[src/rtl/dmem_lsu_pkg.sv]
// Shared definitions for the DMEM load/store unit: size codes, FSM states
// and the alignment helper used at request accept.
package lsu_pkg;

  localparam logic [1:0] SZ_BYTE = 2'b00;
  localparam logic [1:0] SZ_HALF = 2'b01;
  localparam logic [1:0] SZ_WORD = 2'b10;
  localparam logic [1:0] SZ_ILL  = 2'b11;

  typedef enum logic [2:0] {
    ST_IDLE = 3'd0,
    ST_RD   = 3'd1,
    ST_CAP  = 3'd2,
    ST_WR   = 3'd3,
    ST_RESP = 3'd4
  } lsu_state_t;

  // Illegal size is reported separately; this only covers alignment.
  function automatic logic is_misaligned(input logic [1:0] addr_lo, input logic [1:0] size);
    case (size)
      SZ_HALF: return addr_lo[0];
      SZ_WORD: return addr_lo != 2'b00;
      default: return 1'b0;
    endcase
  endfunction

endpackage

[src/rtl/dmem_lsu_if.sv]
// CPU-side request/response channel of the load/store unit.
interface dmem_lsu_if;

  logic        req_valid;
  logic        req_ready;
  logic        req_write;
  logic [1:0]  req_size;
  logic        req_unsigned;
  logic [31:0] req_addr;
  logic [31:0] req_wdata;
  logic        resp_valid;
  logic [31:0] resp_rdata;
  logic        resp_err;

  modport master (
    output req_valid, req_write, req_size, req_unsigned, req_addr, req_wdata,
    input  req_ready, resp_valid, resp_rdata, resp_err
  );

  modport slave (
    input  req_valid, req_write, req_size, req_unsigned, req_addr, req_wdata,
    output req_ready, resp_valid, resp_rdata, resp_err
  );

endinterface

[src/rtl/dmem_lsu_lane.sv]
// Little-endian lane logic: load extraction/extension and sub-word store merge
// into the word read back from DMEM.
module lsu_lane
  import lsu_pkg::*;
(
  input  logic [31:0] word,
  input  logic [1:0]  addr_lo,
  input  logic [1:0]  size,
  input  logic        is_unsigned,
  input  logic [31:0] wdata,
  output logic [31:0] load_data,
  output logic [31:0] store_word
);

  logic [7:0]  lane_byte;
  logic [15:0] lane_half;

  assign lane_byte = 8'(word >> {addr_lo, 3'b000});
  assign lane_half = 16'(word >> {addr_lo[1], 4'b0000});

  always_comb begin
    case (size)
      SZ_BYTE: load_data = {{24{~is_unsigned & lane_byte[7]}}, lane_byte};
      SZ_HALF: load_data = {{16{~is_unsigned & lane_half[15]}}, lane_half};
      default: load_data = word;
    endcase
  end

  // Each byte lane picks either the old memory byte or the matching store byte.
  for (genvar gi = 0; gi < 4; gi++) begin : g_lane
    localparam logic [1:0] LANE = 2'(gi);
    logic       en;
    logic [7:0] src;

    always_comb begin
      en  = 1'b0;
      src = wdata[7:0];
      case (size)
        SZ_BYTE: begin
          en  = (addr_lo == LANE);
          src = wdata[7:0];
        end
        SZ_HALF: begin
          en  = (addr_lo[1] == LANE[1]);
          src = LANE[0] ? wdata[15:8] : wdata[7:0];
        end
        SZ_WORD: begin
          en  = 1'b1;
          src = wdata[8*gi +: 8];
        end
        default: begin
          en  = 1'b0;
          src = wdata[7:0];
        end
      endcase
    end

    assign store_word[8*gi +: 8] = en ? src : word[8*gi +: 8];
  end

endmodule

[src/rtl/dmem_lsu.sv]
// Load/store unit driving DMEM: one request at a time, read-modify-write for
// sub-word stores, sign/zero-extended loads, all outputs registered.
module dmem_lsu
  import lsu_pkg::*;
(
  input  logic        clk,
  input  logic        reset_n,
  dmem_lsu_if.slave   cpu,
  output logic [31:0] DMEM_address,
  output logic [31:0] DMEM_data_in,
  output logic        DMEM_mem_write,
  output logic        DMEM_mem_read,
  input  logic [31:0] DMEM_data_out
);

  localparam logic [2:0] IDLE = 3'(ST_IDLE);
  localparam logic [2:0] RD   = 3'(ST_RD);
  localparam logic [2:0] CAP  = 3'(ST_CAP);
  localparam logic [2:0] WR   = 3'(ST_WR);
  localparam logic [2:0] RESP = 3'(ST_RESP);

  logic [2:0]  state_reg, state_next;
  logic [1:0]  addr_lo_reg;
  logic [1:0]  size_reg;
  logic        uns_reg;
  logic        write_reg;
  logic [31:0] wdata_reg;

  logic        req_ready_reg;
  logic        resp_valid_reg;
  logic        resp_err_reg;
  logic [31:0] resp_rdata_reg;
  logic [31:0] address_reg;
  logic [31:0] data_in_reg;
  logic        mem_write_reg;
  logic        mem_read_reg;

  logic        accept;
  logic        req_err;
  logic [31:0] load_data;
  logic [31:0] store_word;

  assign accept  = cpu.req_valid & req_ready_reg & (state_reg == IDLE);
  assign req_err = (cpu.req_size == SZ_ILL) | is_misaligned(cpu.req_addr[1:0], cpu.req_size);

  lsu_lane u_lane (
    .word        (DMEM_data_out),
    .addr_lo     (addr_lo_reg),
    .size        (size_reg),
    .is_unsigned (uns_reg),
    .wdata       (wdata_reg),
    .load_data   (load_data),
    .store_word  (store_word)
  );

  always_comb begin
    state_next = state_reg;
    case (state_reg)
      IDLE: begin
        if (accept) begin
          if (req_err)
            state_next = RESP;
          else if (cpu.req_write && cpu.req_size == SZ_WORD)
            state_next = WR;
          else
            state_next = RD;
        end
      end
      RD:      state_next = CAP;
      CAP:     state_next = write_reg ? WR : RESP;
      WR:      state_next = RESP;
      RESP:    state_next = IDLE;
      default: state_next = IDLE;
    endcase
  end

  // Strobes and handshake outputs are registered from the next state so they
  // line up exactly with the state they belong to.
  always_ff @(posedge clk) begin
    if (!reset_n) begin
      state_reg      <= IDLE;
      addr_lo_reg    <= 2'b00;
      size_reg       <= SZ_BYTE;
      uns_reg        <= 1'b0;
      write_reg      <= 1'b0;
      wdata_reg      <= '0;
      req_ready_reg  <= 1'b0;
      resp_valid_reg <= 1'b0;
      resp_err_reg   <= 1'b0;
      resp_rdata_reg <= '0;
      address_reg    <= '0;
      data_in_reg    <= '0;
      mem_write_reg  <= 1'b0;
      mem_read_reg   <= 1'b0;
    end else begin
      state_reg      <= state_next;
      req_ready_reg  <= (state_next == IDLE);
      resp_valid_reg <= (state_next == RESP);
      mem_read_reg   <= (state_next == RD);
      mem_write_reg  <= (state_next == WR);
      resp_err_reg   <= accept & req_err;
      resp_rdata_reg <= (state_reg == CAP && !write_reg) ? load_data : 32'd0;

      if (accept) begin
        addr_lo_reg <= cpu.req_addr[1:0];
        size_reg    <= cpu.req_size;
        uns_reg     <= cpu.req_unsigned;
        write_reg   <= cpu.req_write;
        wdata_reg   <= cpu.req_wdata;
        address_reg <= {cpu.req_addr[31:2], 2'b00};
        data_in_reg <= cpu.req_wdata;
      end else if (state_reg == CAP && write_reg) begin
        data_in_reg <= store_word;
      end
    end
  end

  assign cpu.req_ready  = req_ready_reg;
  assign cpu.resp_valid = resp_valid_reg;
  assign cpu.resp_err   = resp_err_reg;
  assign cpu.resp_rdata = resp_rdata_reg;

  assign DMEM_address   = address_reg;
  assign DMEM_data_in   = data_in_reg;
  assign DMEM_mem_write = mem_write_reg;
  assign DMEM_mem_read  = mem_read_reg;

endmodule

[src/flat_wrapper.sv]
// flat-port wrapper written by rule: the top's interface ports become plain ports
module dmem_lsu_flat import lsu_pkg::*;
  (clk, reset_n, DMEM_address, DMEM_data_in, DMEM_mem_write, DMEM_mem_read, DMEM_data_out, cpu_req_valid, cpu_req_write, cpu_req_size, cpu_req_unsigned, cpu_req_addr, cpu_req_wdata, cpu_req_ready, cpu_resp_valid, cpu_resp_rdata, cpu_resp_err);
  dmem_lsu_if cpu_i ();
  input  logic clk;
  input  logic reset_n;
  output logic [31:0] DMEM_address;
  output logic [31:0] DMEM_data_in;
  output logic DMEM_mem_write;
  output logic DMEM_mem_read;
  input  logic [31:0] DMEM_data_out;
  input wire logic [$bits(cpu_i.req_valid)-1:0] cpu_req_valid;
  input wire logic [$bits(cpu_i.req_write)-1:0] cpu_req_write;
  input wire logic [$bits(cpu_i.req_size)-1:0] cpu_req_size;
  input wire logic [$bits(cpu_i.req_unsigned)-1:0] cpu_req_unsigned;
  input wire logic [$bits(cpu_i.req_addr)-1:0] cpu_req_addr;
  input wire logic [$bits(cpu_i.req_wdata)-1:0] cpu_req_wdata;
  output wire logic [$bits(cpu_i.req_ready)-1:0] cpu_req_ready;
  output wire logic [$bits(cpu_i.resp_valid)-1:0] cpu_resp_valid;
  output wire logic [$bits(cpu_i.resp_rdata)-1:0] cpu_resp_rdata;
  output wire logic [$bits(cpu_i.resp_err)-1:0] cpu_resp_err;
  assign cpu_i.req_valid = cpu_req_valid;
  assign cpu_i.req_write = cpu_req_write;
  assign cpu_i.req_size = cpu_req_size;
  assign cpu_i.req_unsigned = cpu_req_unsigned;
  assign cpu_i.req_addr = cpu_req_addr;
  assign cpu_i.req_wdata = cpu_req_wdata;
  assign cpu_req_ready = cpu_i.req_ready;
  assign cpu_resp_valid = cpu_i.resp_valid;
  assign cpu_resp_rdata = cpu_i.resp_rdata;
  assign cpu_resp_err = cpu_i.resp_err;
  dmem_lsu u_core (.clk(clk), .reset_n(reset_n), .cpu(cpu_i), .DMEM_address(DMEM_address), .DMEM_data_in(DMEM_data_in), .DMEM_mem_write(DMEM_mem_write), .DMEM_mem_read(DMEM_mem_read), .DMEM_data_out(DMEM_data_out));
endmodule
[config.mk]
export PLATFORM = sky130hd
export DESIGN_NAME = dmem_lsu_flat
export DESIGN_NICKNAME = d
export VERILOG_FILES = /design/src/rtl/dmem_lsu_pkg.sv /design/src/rtl/dmem_lsu_if.sv /design/src/rtl/dmem_lsu_lane.sv /design/src/rtl/dmem_lsu.sv /design/src/flat_wrapper.sv
export SDC_FILE = /design/constraint.sdc
export NUM_CORES = 1
export LEC_CHECK = 0
export BUFFER_PORTS_ARGS = -buffer_cell sky130_fd_sc_hd__clkbuf_2
export CAP_MARGIN = 25
export CORE_MARGIN = 3
export CORE_UTILIZATION = 51
export CTS_CLUSTER_DIAMETER = 60
export DETAILED_ROUTE_END_ITERATION = 7
export PLACE_DENSITY = 0.8
export SYNTH_ARGS = -nofsm -noshare
export SYNTH_HDL_FRONTEND = slang
export SYNTH_HIERARCHICAL = 1
export SYNTH_SLANG_ARGS = --single-unit
[constraint.sdc]
create_clock -name clk -period 2.6 [get_ports clk]
set_input_delay 0.13 -clock clk [delete_from_list [all_inputs] [get_ports clk]]
set_output_delay 0.13 -clock clk [all_outputs]
set_load 0.02 [all_outputs]
==> results.toml, run 1 <==
[cells_and_area]
layout_cell_share_with_drive_strength_beyond_1_pct = 32.47
layout-area-overhead-vs-synth_pct = 37.48
n_antenna_cell = 0
multi_input_logic_area_um2 = 3247
seqCellArea_um2 = 2803
finalInstanceArea_um2 = 8738
finalNetCount = 1067
n_fill_cell = 898

[power_and_ir_drop]
switching_power_w = 0.001625
p_leak_nw = 3.741
power_share_of_the_sequential_group_pct = 39.1
power.switching_fraction_pct = 26.78
portion_of_total_power_attributed_to_combinational_logic_pct = 18.4
ir_worst_vdd_v = 0.0005285
clock_share_of_power_pct = 42.5
power_density_nw_per_um2 = 694.3
power_report.internal_total_w = 0.004442

[status]
outcome = "complete, but fails checks"
violations = "design-rule violations"

[timing]
number_of_slew_limit_violations_in_the_final_report = 0
final_hold_viol_count = 0
setup_repair_after_global_routing_missed_its_margin = "no"
fmax_mhz = 429.8
setup_viol = 0
max_slew.worst_pin.slew_ns = 0.8297
fin_worst_skew_ns = 0.006290
final_period_minus_worst_setup_slack_ns = 2.327
timing.final.crit_share_pct = 89.50
timing.setup.tns_ns = 0
slew_headroom_pct = 44.69
final.hold.worst_slack_ns = 0.04254

[synth]
seq_area_frac_synth_pct = 44.09
synth_commonest_cells = "140 x sky130_fd_sc_hd__dfxtp_1, 139 x sky130_fd_sc_hd__nand2_1, 109 x sky130_fd_sc_hd__a21oi_1"
ys_seq_elements = 140
synth-main-ff-cell = "sky130_fd_sc_hd__dfxtp_1"
synthMostInstantiatedCell = "sky130_fd_sc_hd__dfxtp_1"
yosysUniqueCellTypes = 44
async_reset_ff_share_pct = 0
netlist_area_um2 = 6356
synthDominantAreaCellType = "sky130_fd_sc_hd__dfxtp_1"
yosys.area.top_type_share_pct = 44.09
netlist_instances = 707
syn_avg_cell_area_um2 = 8.990
ys.warnings.count = 6
synth-edff-count = 0
top_cells_by_area_synth = "sky130_fd_sc_hd__dfxtp_1 44%, sky130_fd_sc_hd__mux2_2 9.2%, sky130_fd_sc_hd__a21oi_1 8.6%"

[floorplanning]
die_width_um = 117.6
core_region_area_um2 = 12110
top_level_ports = 204
dieHeight_um = 117.6
die_footprint_um2 = 13840
placement_rows = 40
initial_utilization_pct = 52.48

[worst_setup_path]
worst_setup_path_startpoint = "u_core/size_reg[0]$_SDFFE_PN0N_"
r2r_start = "u_core/size_reg[0]$_SDFFE_PN0N_"
delay_of_the_slowest_cell_on_the_worst_path_ns = 0.55
worstSetupPathType = "register to register"
start_kind = "register"
crit_path_max_fanout = 8
critical_path.cell_chain = "inv_1, ha_1, nor2_1, a211oi_4, mux2_2, mux2i_1, a21oi_1"
crit_path_capture_type = "register"
critPathArrivalTime_ns = 2.59
worst_path_required_time_ns = 2.86
slowest_stage = "sky130_fd_sc_hd__a211oi_4"

[detailed_routing]
drt-vias-per-instance = 5.314
route.final.wire_length_mm = 19.26
num_vias = 6047
ant_nets = 0
drt_drc = 1
detail_route.first_pass.iterations = 8
avg_wl_per_cell_um = 16.92
first_iter_violations = 486

[cts]
clock-sinks = 140
cts_htree_levels = 4
post_cts.repair.setup_buffers = 0
cts-root-buf = "sky130_fd_sc_hd__clkbuf_16"
clk_path_buf_depth = 2
cts_tree = "built"
clkLatencyLatePin_ns = 0.42
cts.clk_slew.worst_paths_ns = 0.06
total_cts_buffers = 17

[global_route]
wire_length_of_the_first_global_routing_pass_mm = 30.22
first_global_vias = 5947
grt_antenna_before_repair = 0
maximum_number_of_pins_on_one_net_before_global_route_repair = 92
globalRouteTotalUtil_pct = 27.34
gr-total-overflow = 0

[min_path]
min_path_type = "input pin to register"
min_from = "cpu_req_size[1]"

[job]
cap_viol_max_count = 0

[place]
place_congestion = 0.9062
port_buffers = 201
instance_area_after_placement_um2 = 7432
dp_hpwl_mm = 12.81
power groups by stage:
stage                     clock network, W  logic (W)  registers (W)
after floorplan                          0   0.000600        0.00249
after global placement                   0    0.00100        0.00241
after detailed placement                 0    0.00101        0.00241
after CTS                          0.00260    0.00110        0.00237
after global routing               0.00270    0.00121        0.00238
final                              0.00258    0.00112        0.00237
metal layers:
metal,track usage (%),routed length [um]
met2,44.74,9063
met5,0,0
met4,11.94,637
met1,32.76,7705
met3,9.178,1849
kinds of logic after synthesis:
group / count (synthesis) / synth area share, %
buffers and inverters: 63 / 5.236
other: 1 / 0.05900
adders and majority gates: 7 / 1.378
DFF: 140 / 44.09
and+or+nand+nor: 212 / 15.10
muxes: 90 / 15.45
AOI/OAI and AO/OA: 194 / 18.68
cell usage in the layout (no fill, tap or decap), drive strengths merged, types with 8 or more instances in the layout:
cell type and n:
a21o 16, a21oi 112, a221o 14, a22oi 8
and2 33, buf 16, clkbuf 222, dfxtp 140
dlygate4sd3 67, inv 9, mux2 55, mux2i 34
nand2 139, nor2 15, nor2b 9, o21ai 32
path summary, 6_finish.rpt:
kind,endpoint,cells after the start,slack (ns)
max reg2reg,u_core/DMEM_data_in[4]$_SDFFE_PN0P_,7,0.27
max,u_core/DMEM_data_in[4]$_SDFFE_PN0P_,7,0.27
min reg2reg,u_core/DMEM_address[15]$_SDFFE_PN0N_,2,0.45
min,u_core/size_reg[1]$_SDFFE_PN0N_,3,0.04
what timing repair did:
item                                   in CTS  in global routing
endpoints found under the hold margin      65                  2
hold buffers                               65                  2
gates resized for setup                     0                  0
cell type report:
type                    count  share of cell area [%]
clock buffers              21                   5.384
clock inverters            11                   1.890
inverters                   9                  0.3866
multi-input cells         505                   37.16
flip-flops and latches    140                   32.07
well taps                 168                   2.406
repair buffers            284                   20.70
metrics by stage:
stage / utilization (%) / worst slack (ns) / power [W] / std cells
floorplan: - / 0.4746 / 0.003094 / 708
global placement: 61.36 / 0.4286 / 0.003410 / 1039
detailed placement: 61.36 / 0.3682 / 0.003425 / 1039
CTS: 71.98 / 0.3416 / 0.006063 / 1136
global route: 72.15 / 0.09445 / 0.006300 / 1138
finish: 72.15 / 0.2731 / 0.006067 / 1138
critical path: cells and delay by family, from the launching register on:
kind            cells  cell delay (ns)
compound gates      2             0.64
fa+ha+maj           1             0.30
buf+inv             1             0.09
flops               1             0.34
mux                 2             0.60
simple gates        1             0.19
Note: power is estimated with default switching activity, not from simulation.
==> run 2: changes to the inputs <==
==> constraint.sdc (replaced) <==
create_clock -name clk -period 2.6 [get_ports clk]
set_input_delay 0.39 -clock clk [delete_from_list [all_inputs] [get_ports clk]]
set_output_delay 0.39 -clock clk [all_outputs]
set_load 0.02 [all_outputs]
==> results.toml, run 2 (synthesis gave the netlist of run 1 again) <==
[detailed_routing]
route.final.wire_length_mm = 17.78
drt_drc = 0
ant_nets = 0
avg_wl_per_cell_um = 16.73
detail_route.first_pass.iterations = 5
num_vias = 5648
drt-vias-per-instance = 5.313
first_iter_violations = 495

[cts]
clk_path_buf_depth = 2
clock-sinks = 140
post_cts.repair.setup_buffers = 0
cts_htree_levels = 4
cts_tree = "built"
total_cts_buffers = 17
cts-root-buf = "sky130_fd_sc_hd__clkbuf_16"
clkLatencyLatePin_ns = 0.41
ctsResizeCount = 0
ctsHoldBuffers = 0
cts.clk_slew.worst_paths_ns = 0.06

[cells_and_area]
layout_commonest_cell = "sky130_fd_sc_hd__clkbuf_2"
layout-area-overhead-vs-synth_pct = 24.84
mostFrequentLayoutCells = "201 x sky130_fd_sc_hd__clkbuf_2, 140 x sky130_fd_sc_hd__dfxtp_1, 139 x sky130_fd_sc_hd__nand2_1"
seqCellArea_um2 = 2803
multi_input_logic_area_um2 = 3247
n_antenna_cell = 0
layout_cell_share_with_drive_strength_beyond_1_pct = 33.97
n_fill_cell = 1042
finalNetCount = 997

[global_route]
maximum_number_of_pins_on_one_net_before_global_route_repair = 76
globalRouteTotalUtil_pct = 25.57
first_global_vias = 5457
gr-total-overflow = 0
wire_length_of_the_first_global_routing_pass_mm = 28.31
grt_antenna_before_repair = 0

[power_and_ir_drop]
ir_worst_vdd_v = 0.0006496
power_density_nw_per_um2 = 686.9
p_leak_nw = 3.401

[job]
cap_viol_max_count = 0

[worst_setup_path]
crit_path_capture_type = "register"
worst-r2r-setup-slack_ns = 0.38
critPathArrivalTime_ns = 2.51
worst_setup_path_startpoint = "u_core/size_reg[1]$_SDFFE_PN0N_"
start_kind = "register"
worst_setup_path_endpoint = "u_core/DMEM_data_in[9]$_SDFFE_PN0P_"
rr_worst_depth = 7
r2r_start = "u_core/size_reg[1]$_SDFFE_PN0N_"
crit_path_max_fanout = 9
worstSetupPathType = "register to register"
worst_path_required_time_ns = 2.89
worst_r2r_endpoint = "u_core/DMEM_data_in[9]$_SDFFE_PN0P_"

[place]
dp_slack_ns = 0.3872
dp_hpwl_mm = 13.16
place_congestion = 0.8681
port_buffers = 201

[timing]
final.setup.worst_slack_ns = 0.3760
final_hold_viol_count = 0
number_of_slew_limit_violations_in_the_final_report = 0
slew_headroom_pct = 46.34
max_slew.worst_pin.slew_ns = 0.8050
fin_worst_skew_ns = 0.006857
setup_repair_after_global_routing_missed_its_margin = "no"
fmax_mhz = 449.6
timing.final.crit_share_pct = 85.54
final_period_minus_worst_setup_slack_ns = 2.224
setup_viol = 0
timing.setup.tns_ns = 0

[floorplanning]
placement_rows = 40
top_level_ports = 204
die_width_um = 117.6
dieHeight_um = 117.6
initial_utilization_pct = 52.48
die_footprint_um2 = 13840
core_region_area_um2 = 12110

[status]
outcome = "complete, no violations"

[min_path]
min_path_type = "input pin to register"
run 2: layer usage:
metal | part of all wire (%) | vias to the layer above | GRT usage (%)
li1 | - | 2809 | -
met1 | 41 | 2555 | 31.83
met2 | 47 | 254 | 40.86
met3 | 8.9 | 30 | 8.506
met4 | 2.6 | 0 | 10.40
met5 | 0 | - | 0
run 2: how the worst min path moves through the flow:
stage | to | depth (start not counted) | start | slack [ns]
after floorplan | u_core/wdata_reg[16]$_SDFFE_PN0N_ | 2 | u_core/wdata_reg[16]$_SDFFE_PN0N_ | 0.43
after global placement | u_core/DMEM_address[16]$_SDFFE_PN0N_ | 2 | u_core/DMEM_address[16]$_SDFFE_PN0N_ | 0.44
after detailed placement | u_core/DMEM_address[2]$_SDFFE_PN0N_ | 2 | u_core/DMEM_address[2]$_SDFFE_PN0N_ | 0.45
after CTS | u_core/DMEM_address[28]$_SDFFE_PN0N_ | 3 | cpu_req_addr[28] | 0.18
after global routing | u_core/DMEM_address[20]$_SDFFE_PN0N_ | 3 | cpu_req_addr[20] | 0.19
final | u_core/DMEM_address[28]$_SDFFE_PN0N_ | 3 | cpu_req_addr[28] | 0.19
run 2: layout make-up:
| type | count | share of cell area, % |
|---|---|---|
| Timing Repair Buffer | 214 | 14.54 |
| Clock buffer | 23 | 5.897 |
| Multi-Input combinational cell | 505 | 40.92 |
| Clock inverter | 4 | 0.2523 |
| Sequential cell | 140 | 35.32 |
| Inverter | 9 | 0.4257 |
| Tap cell | 168 | 2.649 |
run 2: power breakdown:
group / total [W] / internal [W] / leakage, nW / switching [W]
clock: 0.00205 / 0.00123 / 0.244 / 0.000818
combinational: 0.00103 / 0.000430 / 2.02 / 0.000599
sequential: 0.00237 / 0.00228 / 1.14 / 0.0000944
total: 0.00545 / 0.00394 / 3.40 / 0.00151
run 2: worst max-delay path, cell delays in order (launching register included):
cell                       delay [ns]
sky130_fd_sc_hd__dfxtp_1         0.34
sky130_fd_sc_hd__inv_1           0.09
sky130_fd_sc_hd__ha_1            0.25
sky130_fd_sc_hd__nand2_1         0.27
sky130_fd_sc_hd__a211oi_4        0.53
sky130_fd_sc_hd__mux2_2          0.39
sky130_fd_sc_hd__mux2i_1         0.14
sky130_fd_sc_hd__a21oi_1         0.08
run 2: through the flow:
stage                     cells  instance area [um^2]  utilization, %  hold slack, ns  power, W
final                      1063                  7935           65.52          0.1935  0.005450
after global routing       1063                  7935           65.52          0.1900  0.005700
after CTS                  1063                  7935           65.52          0.1764  0.005482
after detailed placement   1036                  7447           61.49          0.4454  0.003438
after global placement     1036                  7447           61.49          0.4404  0.003421
after floorplan             708                  6360               -          0.4329  0.003094
